### src/rtl/pdp8lxbrarb.sv
// Arbiter that shares one 32Kx12 block RAM between the PDP-8 memory-extension
// port (absolute priority, zero latency) and single-word ARM register accesses.
module pdp8lxbrarb #(
  parameter logic [11:0] VERSION = 12'h001
) (
  input  logic        CLOCK,
  input  logic        _RESET,
  input  logic        armwrite,
  input  logic [1:0]  armraddr,
  input  logic [1:0]  armwaddr,
  input  logic [31:0] armwdata,
  output logic [31:0] armrdata,
  input  logic [14:0] xbraddr,
  input  logic [11:0] xbrwdat,
  output logic [11:0] xbrrdat,
  input  logic        xbrenab,
  input  logic        xbrwena,
  output logic [14:0] ramaddr,
  output logic [11:0] ramwdat,
  input  logic [11:0] ramrdat,
  output logic        ramenab,
  output logic        ramwena
);

  typedef enum logic [1:0] {IDLE, PEND, CAPT} state_t;

  state_t      state, state_nxt;
  logic        wr;
  logic [11:0] wdata;
  logic [14:0] addr;
  logic [11:0] rdata;
  logic [7:0]  overruns;
  logic [7:0]  deferrals;
  logic [15:0] maxwait;
  logic [15:0] waitcnt;

  logic busy, armsel, start_req, start_ok, overrun, cnt_clr;
  logic unused_bits;

  function automatic logic [7:0] sat_inc8(input logic [7:0] v);
    return (v == 8'hFF) ? v : v + 8'd1;
  endfunction

  function automatic logic [15:0] sat_inc16(input logic [15:0] v);
    return (v == 16'hFFFF) ? v : v + 16'd1;
  endfunction

  assign busy        = (state != IDLE);
  assign armsel      = (state == PEND) && !xbrenab;
  assign start_req   = armwrite && (armwaddr == 2'd1) && armwdata[31];
  assign start_ok    = start_req && !busy;
  assign overrun     = start_req && busy;
  assign cnt_clr     = armwrite && (armwaddr == 2'd3);
  assign unused_bits = ^armwdata[17:15];

  always_comb begin
    state_nxt = state;
    case (state)
      IDLE:    if (start_req) state_nxt = PEND;
      PEND:    if (armsel)    state_nxt = CAPT;
      CAPT:                   state_nxt = IDLE;
      default:                state_nxt = IDLE;
    endcase
  end

  always_ff @(posedge CLOCK or negedge _RESET) begin
    if (!_RESET) begin
      state <= IDLE;
      wr    <= 1'b0;
      wdata <= '0;
      addr  <= '0;
      rdata <= '0;
    end else begin
      state <= state_nxt;
      if (start_ok) begin
        wr    <= armwdata[30];
        wdata <= armwdata[29:18];
        addr  <= armwdata[14:0];
      end
      // RAM output during CAPT is the word addressed in the preceding PEND clock.
      if (state == CAPT && !wr) rdata <= ramrdat;
    end
  end

  always_ff @(posedge CLOCK or negedge _RESET) begin
    if (!_RESET) begin
      overruns  <= '0;
      deferrals <= '0;
      maxwait   <= '0;
      waitcnt   <= '0;
    end else begin
      if (cnt_clr)      overruns <= '0;
      else if (overrun) overruns <= sat_inc8(overruns);

      if (cnt_clr)                         deferrals <= '0;
      else if (state == PEND && xbrenab)   deferrals <= sat_inc8(deferrals);

      if (cnt_clr)                               maxwait <= '0;
      else if (armsel && waitcnt > maxwait)      maxwait <= waitcnt;

      if (start_ok)           waitcnt <= '0;
      else if (state == PEND) waitcnt <= sat_inc16(waitcnt);
    end
  end

  always_comb begin
    ramaddr = addr;
    ramwdat = wdata;
    ramenab = armsel;
    ramwena = armsel && wr;
    if (xbrenab) begin
      ramaddr = xbraddr;
      ramwdat = xbrwdat;
      ramenab = 1'b1;
      ramwena = xbrwena;
    end
  end

  assign xbrrdat = ramrdat;

  always_comb begin
    armrdata = '0;
    case (armraddr)
      2'd0: armrdata = {16'h5852, 4'h1, VERSION};
      2'd1: armrdata = {busy, wr, wdata, 3'b000, addr};
      2'd2: armrdata = {20'b0, rdata};
      2'd3: armrdata = {overruns, deferrals, maxwait};
      default: armrdata = '0;
    endcase
  end

endmodule

### config.mk
export PLATFORM = sky130hd
export DESIGN_NAME = pdp8lxbrarb
export DESIGN_NICKNAME = d
export VERILOG_FILES = /design/src/rtl/pdp8lxbrarb.sv
export SDC_FILE = /design/constraint.sdc
export NUM_CORES = 1
export LEC_CHECK = 0
export ABC_AREA = 1
export BUFFER_PORTS_ARGS = -buffer_cell sky130_fd_sc_hd__buf_2
export CORE_AREA = 5 5 103 105
export CTS_CLUSTER_DIAMETER = 30
export DETAILED_ROUTE_END_ITERATION = 8
export DIE_AREA = 0 0 108 110
export PLACE_DENSITY = 0.86
export SLEW_MARGIN = 5
export SYNTH_ARGS = -nofsm -noshare
export SYNTH_HDL_FRONTEND = slang
export SYNTH_SLANG_ARGS = --single-unit
### constraint.sdc
create_clock -name CLOCK -period 3.1 [get_ports CLOCK]
set_input_delay 0.62 -clock CLOCK [delete_from_list [all_inputs] [get_ports CLOCK]]
set_output_delay 0.62 -clock CLOCK [all_outputs]
set_load 0.1 [all_outputs]
==> results of run 1 <==
[metrics by stage]
| step | setup slack (ns) | cells | power [mW] | hold WS [ns] | setup TNS (ns) |
|---|---|---|---|---|---|
| floorplan | -0.604 | 693 | 3.10 | 0.324 | -1.61 |
| global placement | 0.533 | 944 | 3.64 | 0.480 | 0 |
| detailed placement | 0.499 | 944 | 3.71 | 0.491 | 0 |
| CTS | 0.505 | 959 | 4.45 | 0.322 | 0 |
| global route | 0.414 | 959 | 4.66 | 0.346 | 0 |
| finish | 0.468 | 959 | 4.45 | 0.298 | 0 |
[layout make-up]
class,instances,share of cell area
sequential,90,0.328
multi-input combinational,476,0.380
clock buffer,10,0.0201
clock inverter,5,0.00565
timing repair buffer,157,0.193
tap,133,0.0243
inverter,88,0.0485
[worst reg2reg max path, stage by stage, from the launching register on]
cell	delay, ns
dfrtp_1	0.46
ha_1	0.33
nand2_1	0.12
nor2_1	0.07
nand2_1	0.08
nor2_1	0.07
nor2_4	0.34
nand2_2	0.32
nand3_1	0.17
nand2_1	0.08
[flip-flops by register name (all words and copies together) (netlist names)]
signal	flops
rdata	12
addr	15
wr	1
overruns	8
state	2
maxwait	16
deferrals	8
waitcnt	16
wdata	12
[Yosys cell counts, drive strengths merged]
cell type,instances,area share
nand2,194,0.14
dfrtp,90,0.42
inv,87,0.061
o21ai,72,0.067
nor2,48,0.046
nand3,37,0.035
nand4,23,0.027
buf,22,0.030
ha,19,0.044
a21oi,17,0.017
clkbuf,17,0.012
o221ai,16,0.026
mux2,12,0.025
o22ai,9,0.011
xor2,9,0.015
nor3,8,0.0084
o21bai,4,0.0056
nand3b,2,0.0028
a21o,1,0.0014
a2bb2oi,1,0.0016
clkinv,1,0.00070
o211ai,1,0.0014
o21a,1,0.0014
o31ai,1,0.0014
or2,1,0.0012
[path summary, 6_finish.rpt]
kind                                         start                      end  depth (start not counted)
setup / recovery                       armraddr[0]             armrdata[27]                          5
hold / removal                              _RESET     wdata[3]$_DFFE_PN0P_                          1
setup reg to reg           waitcnt[15]$_DFFE_PN0P_  maxwait[13]$_DFFE_PN0P_                          9
hold reg to reg             maxwait[8]$_DFFE_PN0P_   maxwait[8]$_DFFE_PN0P_                          2
max in group asynchronous                   _RESET    rdata[11]$_DFFE_PN0P_                          2
min in group CLOCK                    armwdata[28]    wdata[10]$_DFFE_PN0P_                          3
[where the power goes]
group	switching (mW)	internal, mW	leakage, nW
Sequential	0.148	1.39	1.16
Combinational	1.57	0.602	2.12
Clock	0.426	0.311	0.0770
Total	2.14	2.30	3.36
[cells by family (layout without fill, tap and decap cells)]
logic type | Yosys count | count (layout) | synth area share
flip-flops | 90 | 90 | 0.421
AO/OA/AOI/OAI | 123 | 123 | 0.133
buffers and inverters | 127 | 260 | 0.104
XOR/XNOR | 9 | 9 | 0.0147
AND/OR/NAND/NOR | 313 | 313 | 0.257
adder cells (fa/ha/maj) | 19 | 19 | 0.0444
multiplexers | 12 | 12 | 0.0252
[layer usage]
metal / share of wire / routed length (µm)
met3: 0.058 / 895
met2: 0.51 / 7880
met4: 0.031 / 480
met5: 0 / 0
met1: 0.40 / 6200
==> results_dict.tcl, run 1 <==
set metrics [dict create \
    outcome "complete, no violations" \
    vias_per_cell 5.54 \
    criticalPathCategory "in -> out" \
    slew_violations 0 \
    drt-initial-drc-count 406 \
    synth_seq_cells 90 \
    final_cell_mix "nand2_1 (190), buf_2 (116), dfrtp_1 (90), inv_1 (80)" \
    dieArea_um2 11900 \
    cts_root_buf "clkbuf_8" \
    min_path_type "in -> async" \
    synth_area_um2 5360 \
    rows 36 \
    p_leak_nw 3.36 \
    tritoncts "yes" \
    grt_max_degree 54 \
    layout.nets 921 \
    met2_usage 0.490 \
    grtUsageMet1 0.315 \
    end_kind "primary output" \
    wire_per_inst_um 16.1 \
    grt.busiest_layer "met2" \
    cts_resized 0 \
    die_w_um 108 \
    initial_core_util 0.561 \
    slowest_delay_ns 0.35 \
    fin_area_um2 6860 \
    die_y_um 110 \
    finalCriticalPeriod_ns 2.63 \
    fmax_ghz 0.380 \
    max_cap_viol_count 0 \
    wl_um 15500 \
    setup_viol 0 \
    relSlewSlack 0.532 \
    core_area_um2 9550 \
    grt.total_usage 0.268 \
    path_cells "buf_2 -> nand2_1 -> buf_4 -> o221ai_1 -> buf_12" \
    synth_warnings 0 \
    placed_area_um2 6690 \
    routed-via-count 5317 \
    grtUsageMet3 0.0408 \
    area_growth_pct 28.1 \
    synth_nets 792 \
    register_area_um2 2250 \
    cts_setup_buffers 0 \
    antenna_found_initial 0 \
    h-tree-depth 3 \
    crit_arrival_ns 2.01 \
    gp_congestion 0.918 \
    cts_buffers 9 \
    clock-sinks 90 \
    cts.clk_slew.worst_paths_ns 0.09 \
    finish.utilization 0.719 \
    final_common_cell "nand2_1" \
    fin_skew_ns 0.0126 \
    min_period_over_period 0.849 \
    grt_first_pass_wirelength_um 25200 \
    ioPinCount 153 \
    ant_nets 0 \
    avgSynthCellArea_um2 7.73 \
    synthCells 693 \
    detailed_place_hpwl_um 12000 \
    grt_overflow_total 0 \
    cp.required_ns 2.48 \
    antenna_cells 0 \
    tightest_slew_ns 0.700 \
    start_kind "primary input" \
    place.port_buffers 149 \
    clock_path_buffers 2 \
    ys_seq_area_frac 0.421 \
    ff2ff_setup_slack_ns 0.95 \
    rsz0062_at_grt "no" \
    drc 0 \
    grt_pass1_vias 5429 \
    cpMaxStageDelayCell "buf_4" \
    fillers 750 \
    hold_buffers 0 \
    critPathTopFamily "buffers and inverters" \
    crit_fanout 15 \
    vdd_ir_drop_max_uv 492 \
    layout-drive-gt1-share 0.260 \
    synth_cell_type_count 36 \
    drt_pre_antenna_iters 6 \
    critical_path_buf_inv_count 3 \
    finalHoldViolations 0 \
    power_density_nw_per_um2 648 \
    clock_latency_ns 0.36 \
    multiInputGateArea_um2 2610 \
]
(Power assumes the default switching activity.)
==> run 2: changes to the inputs <==
--- a/config.mk
+++ b/config.mk
@@ -7,11 +7,11 @@
 export LEC_CHECK = 0
 export ABC_AREA = 1
 export BUFFER_PORTS_ARGS = -buffer_cell sky130_fd_sc_hd__buf_2
-export CORE_AREA = 5 5 103 105
+export CORE_AREA = 5 5 107 109
 export CTS_CLUSTER_DIAMETER = 30
 export DETAILED_ROUTE_END_ITERATION = 8
-export DIE_AREA = 0 0 108 110
-export PLACE_DENSITY = 0.86
+export DIE_AREA = 0 0 112 114
+export PLACE_DENSITY = 0.8
 export SLEW_MARGIN = 5
 export SYNTH_ARGS = -nofsm -noshare
 export SYNTH_HDL_FRONTEND = slang
==> constraint.sdc (replaced) <==
create_clock -name CLOCK -period 2.5 [get_ports CLOCK]
set_input_delay 0.5 -clock CLOCK [delete_from_list [all_inputs] [get_ports CLOCK]]
set_output_delay 0.5 -clock CLOCK [all_outputs]
set_load 0.1 [all_outputs]
==> run 2 against run 1 <==
Register-to-register slack worse by 0.59 ns; clock-buffer cell count stayed put; design area is 8.4% higher; power is 30% higher; sequential power is 23% higher; combinational power is 38% higher; non-clock buffer count is 8 higher; clock skew is 0.0019 ns higher; die area is 7.5% higher; setup slack worse by 0.21 ns; global-route usage is 1.5 points lower; largest power group unchanged; highest routed layer unchanged.
==> results_dict.tcl, run 2 (same netlist as run 1, synthesis figures left out) <==
set metrics [dict create \
    outcome "complete, no violations" \
    cp.required_ns 2.00 \
    seqPwrFrac 0.326 \
    final_common_cell "nand2_1" \
    grt_max_degree 62 \
    ioPinCount 153 \
    met2_length_um 7710 \
    h-tree-depth 3 \
    fmax_ghz 0.447 \
    fin_skew_ns 0.0145 \
    vias_per_cell 5.47 \
    slew_violations 0 \
    die_y_um 114 \
    clock_path_buffers 2 \
    die_w_um 112 \
    p_int_mw 3.06 \
    met3_length_um 1060 \
    antenna_found_initial 0 \
    layout.nets 929 \
    hold_slack_ns 0.0632 \
    wire_per_inst_um 16.1 \
    highest_layer "met4" \
    hold_buffers 0 \
    initial_core_util 0.510 \
    crit_cells 7 \
    ff2ff_path_depth 9 \
    finalHoldViolations 0 \
    min_period_over_period 0.896 \
    pre_cts_ws_ns 0.261 \
    gp_congestion 0.926 \
    cts_setup_buffers 0 \
    tightest_slew_ns 0.644 \
    detailed_place_hpwl_um 12100 \
    fin_cells 975 \
    combPwrFrac 0.518 \
    cts_root_buf "clkbuf_8" \
    min_path_type "in -> async" \
    relSlewSlack 0.570 \
    wl_um 15700 \
    drt_pre_antenna_iters 5 \
    total_power_mw 5.78 \
    cts_buffers 9 \
    p_clk_frac 0.156 \
    vdd_ir_drop_max_uv 623 \
    rows 38 \
    setup_viol 0 \
    top_regs "maxwait: 16 flops, waitcnt: 16 flops, addr: 15 flops" \
    finalCriticalPeriod_ns 2.24 \
    ant_nets 0 \
    cts.clk_slew.worst_paths_ns 0.10 \
    final_cell_mix "nand2_1 (190), dfrtp_1 (90), buf_2 (88), inv_1 (80), buf_12 (62)" \
    wl_met1_um 6350 \
    antenna_cells 0 \
    layout-drive-gt1-share 0.296 \
    critical_path_buf_inv_count 4 \
    swShare 0.472 \
    cpMaxStageDelayCell "buf_4" \
    area_growth_pct 38.9 \
    grt.total_usage 0.252 \
    criticalPathCategory "in -> out" \
    grt_overflow_total 0 \
    p_leak_nw 3.57 \
    end_kind "primary output" \
    placed_area_um2 7270 \
    grt_pass1_vias 5276 \
    drt-initial-drc-count 396 \
    path_cells "buf_2 -> nand2_1 -> buf_4 -> inv_1 -> nand2_1 -> o21ai_1 -> buf_12" \
    tritoncts "yes" \
    core_area_um2 10500 \
    clock_latency_ns 0.36 \
    dpl.cell_count 959 \
    power_density_nw_per_um2 777 \
    cpMostUsedCell "nand2_1" \
    dieArea_um2 12800 \
    crit_fanout 17 \
    max_cap_viol_count 0 \
    critPathTopFamily "buffers and inverters" \
    drc 0 \
    place.port_buffers 149 \
    setup_slack_ns 0.261 \
    grt_first_pass_wirelength_um 25800 \
    power_switching_mw 2.73 \
    slowest_delay_ns 0.23 \
    routed-via-count 5337 \
    crit_arrival_ns 1.74 \
    fin_area_um2 7440 \
    start_kind "primary input" \
    cts_resized 0 \
    rsz0062_at_grt "no" \
    clock-sinks 90 \
]
==> run 2: cell types whose count changed in the layout (fill, tap and decap cells not counted), moves of 3 or more <==
cell,before,now
o21ai_2,0,27
buf_12,35,62
buf_4,6,15
buf_2,116,88
o21ai_1,33,8
o22ai_1,0,3
o22ai_2,9,6
==> run 2: path summary, 6_finish.rpt <==
kind	from	endpoint	slack, ns
min	_RESET	wdata[9]$_DFFE_PN0P_	0.06
max	armraddr[1]	armrdata[31]	0.26
min in group CLOCK	armwdata[20]	wdata[2]$_DFFE_PN0P_	0.34
max in group asynchronous	_RESET	waitcnt[13]$_DFFE_PN0P_	1.76
min reg2reg	maxwait[7]$_DFFE_PN0P_	maxwait[7]$_DFFE_PN0P_	0.51
max reg2reg	waitcnt[7]$_DFFE_PN0P_	maxwait[14]$_DFFE_PN0P_	0.36
==> run 2: metrics by stage <==
step | util | TNS [ns]
3_3_place_gp | 0.692 | 0
3_5_place_dp | 0.692 | 0
5_1_grt | 0.708 | 0
6_report | 0.708 | 0
2_1_floorplan | - | -6.94
4_1_cts | 0.708 | 0
==> run 2: power groups by stage <==
stage | sequential, mW | clock (mW) | combinational, mW
after floorplan | 1.87 | 0 | 2.02
final | 1.89 | 0.902 | 3.00
after global routing | 1.91 | 0.978 | 3.17
after global placement | 1.89 | 0 | 2.92
after CTS | 1.88 | 0.910 | 2.99
after detailed placement | 1.91 | 0 | 2.97
==> run 2: metal layers <==
layer | global-route usage | vias to the layer above
li1 | - | 2547
met1 | 0.315 | 2503
met2 | 0.425 | 241
met3 | 0.0424 | 46
met4 | 0.127 | 0
met5 | 0 | -
==> run 2: area by class of cell <==
cell class | instances | area (µm²)
sequential | 90 | 2250
timing repair buffer | 165 | 1790
fill | 784 | 3070
tap | 140 | 175
clock inverter | 6 | 43.8
multi-input combinational | 476 | 2700
inverter | 88 | 349
clock buffer | 10 | 128
